<file path="src/rtl/multdiv_seq_ctrl.sv">
// Multi-cycle signed 32-bit multiply (radix-2 Booth) / divide (restoring) sequencer driving a shared adder.
// Optional MULTDIV_ABORT_EN: a start pulse while an op is in flight restarts with the new op.
module multdiv_seq_ctrl #(
  parameter int WIDTH = 32,
  parameter int ITERS = 32
) (
  input  logic             clock,
  input  logic             reset_n,
  input  logic             ctrl_mult,
  input  logic             ctrl_div,
  input  logic [WIDTH-1:0] data_operandA,
  input  logic [WIDTH-1:0] data_operandB,
  output logic [WIDTH-1:0] add_a,
  output logic [WIDTH-1:0] add_b,
  output logic             add_cin,
  input  logic [WIDTH-1:0] add_sum,
  input  logic             add_cout,
  input  logic             add_ovf,
  output logic [WIDTH-1:0] data_result,
  output logic             data_exception,
  output logic             data_resultRDY,
  output logic             busy
);

  typedef enum logic [2:0] {S_IDLE, S_MITER, S_DPRE, S_DITER, S_DPOST, S_DONE} state_t;

  localparam logic [5:0] LAST_M = 6'(ITERS);
  localparam logic [5:0] LAST_D = 6'(ITERS - 1);

  state_t           state, state_nx;
  logic [WIDTH-1:0] h, l, m;
  logic             q, neg, dz;
  logic [5:0]       cnt;
  logic             start, take;
  logic [WIDTH-1:0] rp, src;
  logic [WIDTH:0]   hl;

  assign start = ctrl_mult | ctrl_div;
`ifdef MULTDIV_ABORT_EN
  assign take = start && (state != S_DONE);
`else
  assign take = start && (state == S_IDLE);
`endif

  // Divide partial remainder after the left shift; R < D <= 2^31 keeps it in 32 bits.
  assign rp = {h[WIDTH-2:0], l[WIDTH-1]};
  assign hl = {h, l[WIDTH-1]};

  always_ff @(posedge clock or negedge reset_n) begin
    if (!reset_n) state <= S_IDLE;
    else          state <= state_nx;
  end

  always_comb begin
    state_nx = state;
    if (take) begin
      if (ctrl_mult)                 state_nx = S_MITER;
      else if (data_operandB == '0)  state_nx = S_DPOST;
      else                           state_nx = S_DPRE;
    end else begin
      case (state)
        S_MITER: if (cnt == LAST_M) state_nx = S_DONE;
        S_DPRE:  if (cnt[0])        state_nx = S_DITER;
        S_DITER: if (cnt == LAST_D) state_nx = S_DPOST;
        S_DPOST: state_nx = S_DONE;
        S_DONE:  state_nx = S_IDLE;
        default: state_nx = S_IDLE;
      endcase
    end
  end

  always_comb begin
    add_a   = '0;
    add_b   = '0;
    add_cin = 1'b0;
    src     = '0;
    case (state)
      S_MITER: begin
        if (cnt != LAST_M) begin
          add_a = h;
          case ({l[0], q})
            2'b01:   add_b = m;
            2'b10:   begin add_b = ~m; add_cin = 1'b1; end
            default: ;
          endcase
        end
      end
      S_DPRE: begin
        // Cycle 0 takes |dividend| (held in l), cycle 1 takes |divisor| (held in m).
        src     = cnt[0] ? m : l;
        add_a   = src[WIDTH-1] ? ~src : src;
        add_cin = src[WIDTH-1];
      end
      S_DITER: begin
        add_a   = rp;
        add_b   = ~m;
        add_cin = 1'b1;
      end
      S_DPOST: begin
        if (!dz) begin
          add_a   = neg ? ~l : l;
          add_cin = neg;
        end
      end
      default: ;
    endcase
  end

  assign busy           = (state != S_IDLE);
  assign data_resultRDY = (state == S_DONE);

  always_ff @(posedge clock or negedge reset_n) begin
    if (!reset_n) begin
      h              <= '0;
      l              <= '0;
      m              <= '0;
      q              <= 1'b0;
      neg            <= 1'b0;
      dz             <= 1'b0;
      cnt            <= '0;
      data_result    <= '0;
      data_exception <= 1'b0;
    end else if (take) begin
      h   <= '0;
      q   <= 1'b0;
      cnt <= '0;
      neg <= data_operandA[WIDTH-1] ^ data_operandB[WIDTH-1];
      dz  <= !ctrl_mult && (data_operandB == '0);
      if (ctrl_mult) begin
        m <= data_operandA;
        l <= data_operandB;
      end else begin
        l <= data_operandA;
        m <= data_operandB;
      end
    end else begin
      case (state)
        S_MITER: begin
          if (cnt != LAST_M) begin
            // Overflow-corrected sign keeps the arithmetic shift exact when H+-M wraps.
            h   <= {add_sum[WIDTH-1] ^ add_ovf, add_sum[WIDTH-1:1]};
            l   <= {add_sum[0], l[WIDTH-1:1]};
            q   <= l[0];
            cnt <= cnt + 6'd1;
          end else begin
            data_result    <= l;
            data_exception <= !((&hl) || (~|hl));
          end
        end
        S_DPRE: begin
          if (!cnt[0]) begin
            l   <= add_sum;
            cnt <= 6'd1;
          end else begin
            m   <= add_sum;
            h   <= '0;
            cnt <= '0;
          end
        end
        S_DITER: begin
          if (add_cout) begin
            h <= add_sum;
            l <= {l[WIDTH-2:0], 1'b1};
          end else begin
            h <= rp;
            l <= {l[WIDTH-2:0], 1'b0};
          end
          cnt <= cnt + 6'd1;
        end
        S_DPOST: begin
          if (dz) begin
            data_result    <= '0;
            data_exception <= 1'b1;
          end else begin
            data_result    <= add_sum;
            data_exception <= (l == {1'b1, {(WIDTH-1){1'b0}}}) && !neg;
          end
        end
        default: ;
      endcase
    end
  end

endmodule

</file>
<file path="config.mk">
export PLATFORM = sky130hd
export DESIGN_NAME = multdiv_seq_ctrl
export DESIGN_NICKNAME = d
export VERILOG_FILES = /design/src/rtl/multdiv_seq_ctrl.sv
export SDC_FILE = /design/constraint.sdc
export NUM_CORES = 1
export LEC_CHECK = 0
export BUFFER_PORTS_ARGS = -buffer_cell sky130_fd_sc_hd__buf_2
export CORE_MARGIN = 3
export CORE_UTILIZATION = 50
export CTS_CLUSTER_DIAMETER = 80
export CTS_CLUSTER_SIZE = 12
export DETAILED_ROUTE_END_ITERATION = 10
export HOLD_SLACK_MARGIN = 0.12
export PLACE_DENSITY = 0.73
export SYNTH_ARGS = -nofsm -noshare
export SYNTH_HDL_FRONTEND = slang
export SYNTH_SLANG_ARGS = --single-unit
</file>
<file path="constraint.sdc">
create_clock -name clock -period 2.7 [get_ports clock]
set_clock_uncertainty 0.2 [all_clocks]
set_input_delay 0.135 -clock clock [delete_from_list [all_inputs] [get_ports clock]]
set_output_delay 0.135 -clock clock [all_outputs]
set_load 0.01 [all_outputs]
</file>
=== After elaboration in Yosys (flattened, before gate mapping) ===
Index checks and enable logic that the tools add are counted.

* Logic and storage cells: 109
* Input bits: 102
* Register bits after elaboration: 141

* Reductions and logical operators: 26
* Bitwise gates (word level): 7
* Add/sub/neg operators: 1
* Mux-type cells: 48
* Equal/unequal tests: 17

{| class="wikitable"
|+ Operator list
! cell !! number
|-
| 32-bit 2-to-1 mux || 20
|-
| 32-bit one-hot mux with 2 select lines || 3
|-
| 32-bit one-hot mux with 3 select lines || 2
|-
| 32-bit one-hot mux with 4 select lines || 1
|-
| 32-bit NOT || 3
|-
| 33-bit AND reduction || 1
|-
| 33-bit OR reduction || 1
|-
| 32-bit equality test (second input constant) || 1
|-
| 32-bit logical NOT || 1
|-
| 3-bit 2-to-1 mux || 6
|-
| 6-bit one-hot mux with 3 select lines || 1
|-
| 3-bit != test (second input constant) || 5
|-
| 6-bit 2-to-1 mux || 2
|-
| 3-bit one-hot mux with 4 select lines || 1
|-
| 3-bit AND reduction || 4
|-
| 1-bit 2-to-1 mux || 10
|-
| 2-bit nonzero test || 5
|-
| 6-bit by 1-bit adder with 6-bit output (second input constant) || 1
|-
| 3-bit by 2-bit equality test with 1-bit output (second input constant) || 2
|-
| 3-bit equality test (second input constant) || 2
|-
| 6-bit by 5-bit equality test with 1-bit output (second input constant) || 1
|-
| 6-bit equality test (second input constant) || 1
|-
| 6-bit != test (second input constant) || 1
|-
| 2-bit AND reduction || 3
|-
| 15 further kinds || 21
|}

=== Depth between registers and ports, before layout ===
* Word-level depth: 6
* Gate-level depth with buffers: 10
* Depth with buffers taken out: 7

=== Least setup slack after synthesis ===
No wires, ideal clock.

* Path type: reg2out
* Start point: register cnt[0]
* End point: output add_b[10]
* Arrival: 1.905 ns
* Buffers on the path: 3
* Setup slack: 0.460 ns
* Required time: 2.365 ns
* Cell stages (with the launch flop): 10
* Cell sequence: dfrtp_1 -> buf_2 -> inv_1 -> ha_1 -> nor3b_2 -> a31oi_1 -> buf_4 -> a31oi_4 -> buf_6 -> o21ai_0

* Word-level cells in the longest chain between the ends: 3

{| class="wikitable"
|+ Ends and longest elaborated chain
! item !! line !! RTL
|-
| from (decl) || 33 || <nowiki>logic [5:0] cnt;</nowiki>
|-
| from (signal assigned) || 144 || <nowiki>cnt <= cnt + 6'd1;</nowiki>
|-
| from (signal assigned) || 168 || <nowiki>cnt <= cnt + 6'd1;</nowiki>
|-
| 6-bit != test || 79 || <nowiki>if (cnt != LAST_M) begin</nowiki>
|-
| 32-bit 2-to-1 mux || 79 ||
|-
| 32-bit one-hot mux with 2 select lines || 77 || <nowiki>case (state)</nowiki>
|-
| to (decl) || 14 || <nowiki>output logic [WIDTH-1:0] add_b,</nowiki>
|}

No other way between the ends.

=== Final worst setup path ===
* Start point: register state[2]
* End point: output add_b[22]

* Word-level cells in the longest chain between the ends: 2

{| class="wikitable"
|+ Ends and longest elaborated chain
! item !! line !! RTL
|-
| from (decl) || 30 || <nowiki>state_t state, state_nx;</nowiki>
|-
| from (signal assigned) || 51 || <nowiki>else state <= state_nx;</nowiki>
|-
| 3-bit by 2-bit equality test with 1-bit output or 3-bit by 1-bit equality test with 1-bit output (tied branches) || 77 ||
|-
| 32-bit one-hot mux with 2 select lines * || 77 ||
|}

Every way passes the cells marked *; elsewhere a longest branch is shown, timed or not.

==> run summary <==
The run finished, with violations left. The checks that failed: negative setup slack. At the end of the flow, the number of nets in the layout was 1588. The internal portion of the total power is 9.90 mW. Derived from the worst setup path, the maximum achievable clock frequency is 359 MHz.

The average instance in the mapped netlist occupies 8.85 um^2. The tools report the pin count of the biggest net entering global routing as 59. The critical path goes through or3b_4 -> a31oi_4 -> nor3b_4 -> buf_6 -> buf_12 -> nand2_2 -> o21ai_2 -> buf_2. The delay of the slowest cell on the worst path is 0.43 ns.

For this run, the number of standard cells in the final layout without fillers is 1767. After clock tree synthesis, the clock-pin slew on the worst setup and hold paths is 0.06 ns. At the later pin of the worst-skew pair, clock insertion delay measures 0.43 ns. By area the synthesized netlist is led by dfrtp_1, mux2i_1, a22oi_1, xor2_1, nand2_1.

Endpoint of the lowest-slack register-to-register path: l[14]. The switching share of power was 0.479. The region available for standard cell placement spans 20400 um^2. The slew of the pin with the lowest slew margin came out at 0.700 ns.

The largest total area in the synthesized netlist belongs to dfrtp_1. Detailed placement ended at an HPWL of 24700 um. Measured along the x axis, the die boundary spans 151 um. The cell at the root of the clock tree is clkbuf_16. Post-synthesis cell area: 10400 um^2. For this run, the number of Yosys warnings is 0.

For the worst setup path, the data required time is 2.37 ns. The final layout contains routed wiring with a total length of 41300 um. The starting density of the core is 0.513, and the total net switching power is 9.08 mW.

The cell with the largest stage delay on the worst path was or3b_4. Buffers inserted during clock tree synthesis total 17. The power per cell area is 1330 nW/um^2, and the fraction of final layout cells sized beyond drive strength 1 is 0.269.

The final cycle utilization of the critical path was 1.03. TritonCTS built the clock tree. STA classifies the critical path startpoint as a register. The number of unique standard cell types used by synthesis was 52. In this run the most critical hold path is launched from ctrl_mult. In this run the vertical extent of the chip is 151 um.

The tools report the count of H-tree levels built during CTS as 4. The clock passes through at most 2 buffers. Combinational fraction of design power: 0.633. STA classifies the critical path endpoint as a primary output. The data arrival time at the worst-slack endpoint is 2.45 ns, and the layout overhead on the synthesized area is 37.0%.

The depth of the worst register-to-register path is 9, and the hold-critical path depth is 5. Synthesis produced a netlist with a net count of 1284. The number of max-slew violations in the final report came out at 0.

The depth of the critical timing path with buffers and inverters included works out to 8. The most used flip-flop cell after synthesis is dfrtp_1. The critical path starts at state[2]. For the total inserted antenna cells, the log shows 0. The run gives 25 as the final setup violation count.

For this design the static power due to leakage is 6.50 nW. The number of nets still failing antenna checks after routing is 0. In the final routed layout, each cell accounts on average for 23.4 um.

The clock net in this run drives a total of 141 sinks. Fraction of post-synthesis cell area in the top cell type by area: 0.338. The final route contains 11600 vias. The run gives 0 as the number of violations of the max-capacitance limit. In this run the core area contains 52 standard-cell rows. The share of synthesized area occupied by flip-flops and latches was 0.338; the final weighted congestion in routability-driven placement was 0.908. By count the netlist is led by dfrtp_1, nand2_1, mux2i_1. In the routed design, unresolved DRC markers number 0. The run gives 1180 as the count of mapped cells out of synthesis. In this run the tool buffered the top-level ports with 201 buffer cells. The number of detailed-route iterations in the first pass is 10, and the highest ir drop seen on vdd is 0.805 mV. For the number of placed instances, taps included, the log shows 1568.

The logs give 0.702 for the final core area utilization and 0.238 for the part of the power in registers. The number of antenna violations at the first check in global routing was 0; the fraction of power consumed by the clock network was 0.130. The time the worst path needs with I/O delays and setup came out at 2.78 ns. The critical path is of the reg -> out type. The count of endpoints failing hold in the final timing report is 0, and the worst slew margin relative to its limit is 0.529. The first routing iteration left 1673 violations. In this run the critical register-to-register path is launched from cnt[0]. The setup check on the worst reg-to-reg path leaves a slack of 0.12 ns. Setup repair after global routing could not meet its margin everywhere.

The final critical-path setup slack was -0.0842 ns; the sum of buffers and inverters on the critical path was 3. The tools report the via count of the first global-routing pass as 11100. The path with the worst hold slack has its endpoint at dz.

For the number of primary I/O pins, the log shows 202. In this run, synthesis inferred 0 flip-flops with an integrated enable. Broken down by cell family, the worst path's largest delay share belongs to simple AND/OR/NAND/NOR gates.

Along the worst path, the maximum fanout reaches 8. After detailed routing, the number of vias per cell comes to 6.56. The die covers 22700 um^2.

The min-delay analysis places its worst path in the category in -> reg. The overall routing resource usage is 0.337, and the first-pass GRT wire length is 60700 um. The residual overflow from global routing is 0, and the proportion of register bits with asynchronous set or reset after synthesis is 1.00. The run gives 19.0 mW as the final total power. The register bit count reported by yosys was 141.
power by group through the flow:
stage / Sequential (mW) / Clock, mW / Combinational [mW]
after global placement: 4.42 / 0 / 10.0
after detailed placement: 4.44 / 0 / 10.3
after CTS: 4.40 / 2.45 / 10.6
after floorplan: 3.83 / 0 / 7.52
after global routing: 4.64 / 2.55 / 12.8
final: 4.51 / 2.46 / 12.0
worst reg2reg max path: cells and delay by family, from the launching register on:
family,cells,cell delay (ns)
AND/OR/NAND/NOR,4,0.97
buffers and inverters,3,0.48
AO/OA/AOI/OAI,1,0.23
flip-flops,1,0.46
adder cells (fa/ha/maj),1,0.13
registers in the layout, summed over array words and instances, names as in the netlist:
name            cells
q                   1
dz                  1
data_result        32
l                  32
state               3
m                  32
neg                 1
h                  32
cnt                 6
data_exception      1
cells in the final DEF, fill, tap and decap left out, drive strengths merged, types with 29 or more instances in the layout:
cell	netlist	layout
a222oi	32	32
dfrtp	141	141
xor2	67	67
mux2	32	32
o21ai	35	35
a22oi	97	97
o22a	32	32
o31ai	33	33
a221o	32	32
dlygate4sd3	0	134
clkbuf	62	29
a21oi	70	70
mux2i	129	129
buf	79	283
nor2	111	111
nand2	141	141
per-layer routing:
metal	vias to the layer above	share of wire	GRT usage	wire length, um
li1	5009	-	-	-
met1	5566	0.37	0.432	15200
met2	844	0.48	0.550	19700
met3	166	0.11	0.0692	4490
met4	0	0.046	0.152	1900
met5	-	0	0	0
how the worst max path moves through the flow:
stage / endpoint
6_report: add_b[22]
5_1_grt: add_b[22]
4_1_cts: add_a[16]
3_5_place_dp: add_a[30]
3_3_place_gp: add_a[30]
2_1_floorplan: add_b[10]
cells by family (layout without fill, tap and decap cells):
kind of cell | count (synthesis) | in the layout | share of synthesized area
xor+xnor | 70 | 70 | 0.0587
buf+inv | 148 | 464 | 0.0655
mux | 161 | 161 | 0.158
compound gates | 343 | 343 | 0.246
simple gates | 315 | 316 | 0.132
fa+ha+maj | 2 | 2 | 0.00240
flops | 141 | 141 | 0.338
metrics by stage:
step / setup WS (ns) / TNS (ns) / hold slack (ns) / cell area [um^2]
after floorplan: 0.460 / 0 / -0.361 / 10400
after global placement: 0.192 / 0 / -0.00475 / 11800
after detailed placement: 0.126 / 0 / -0.00254 / 11800
after CTS: -0.0275 / -0.271 / 0.281 / 13800
after global routing: -0.133 / -2.76 / 0.300 / 14300
final: -0.0842 / -1.39 / 0.307 / 14300
layout make-up:
| cell class | count | area, um^2 |
|---|---|---|
| flip-flops and latches | 141 | 3530 |
| inverters | 7 | 32.5 |
| repair buffers | 425 | 3370 |
| clock buffers | 21 | 460 |
| clock inverters | 11 | 141 |
| fillers | 1468 | 6060 |
| multi-input cells | 892 | 6430 |
| well taps | 270 | 338 |
timing repair:
action,4_1_cts,5_1_grt
setup buffers,2,21
pin swaps,0,9
hold buffers,135,0
hold endpoints to repair,273,0
gates resized for setup,4,72
gates cloned,0,10
endpoints found under the setup margin,65,61
Note: power is estimated with default switching activity, not from simulation.
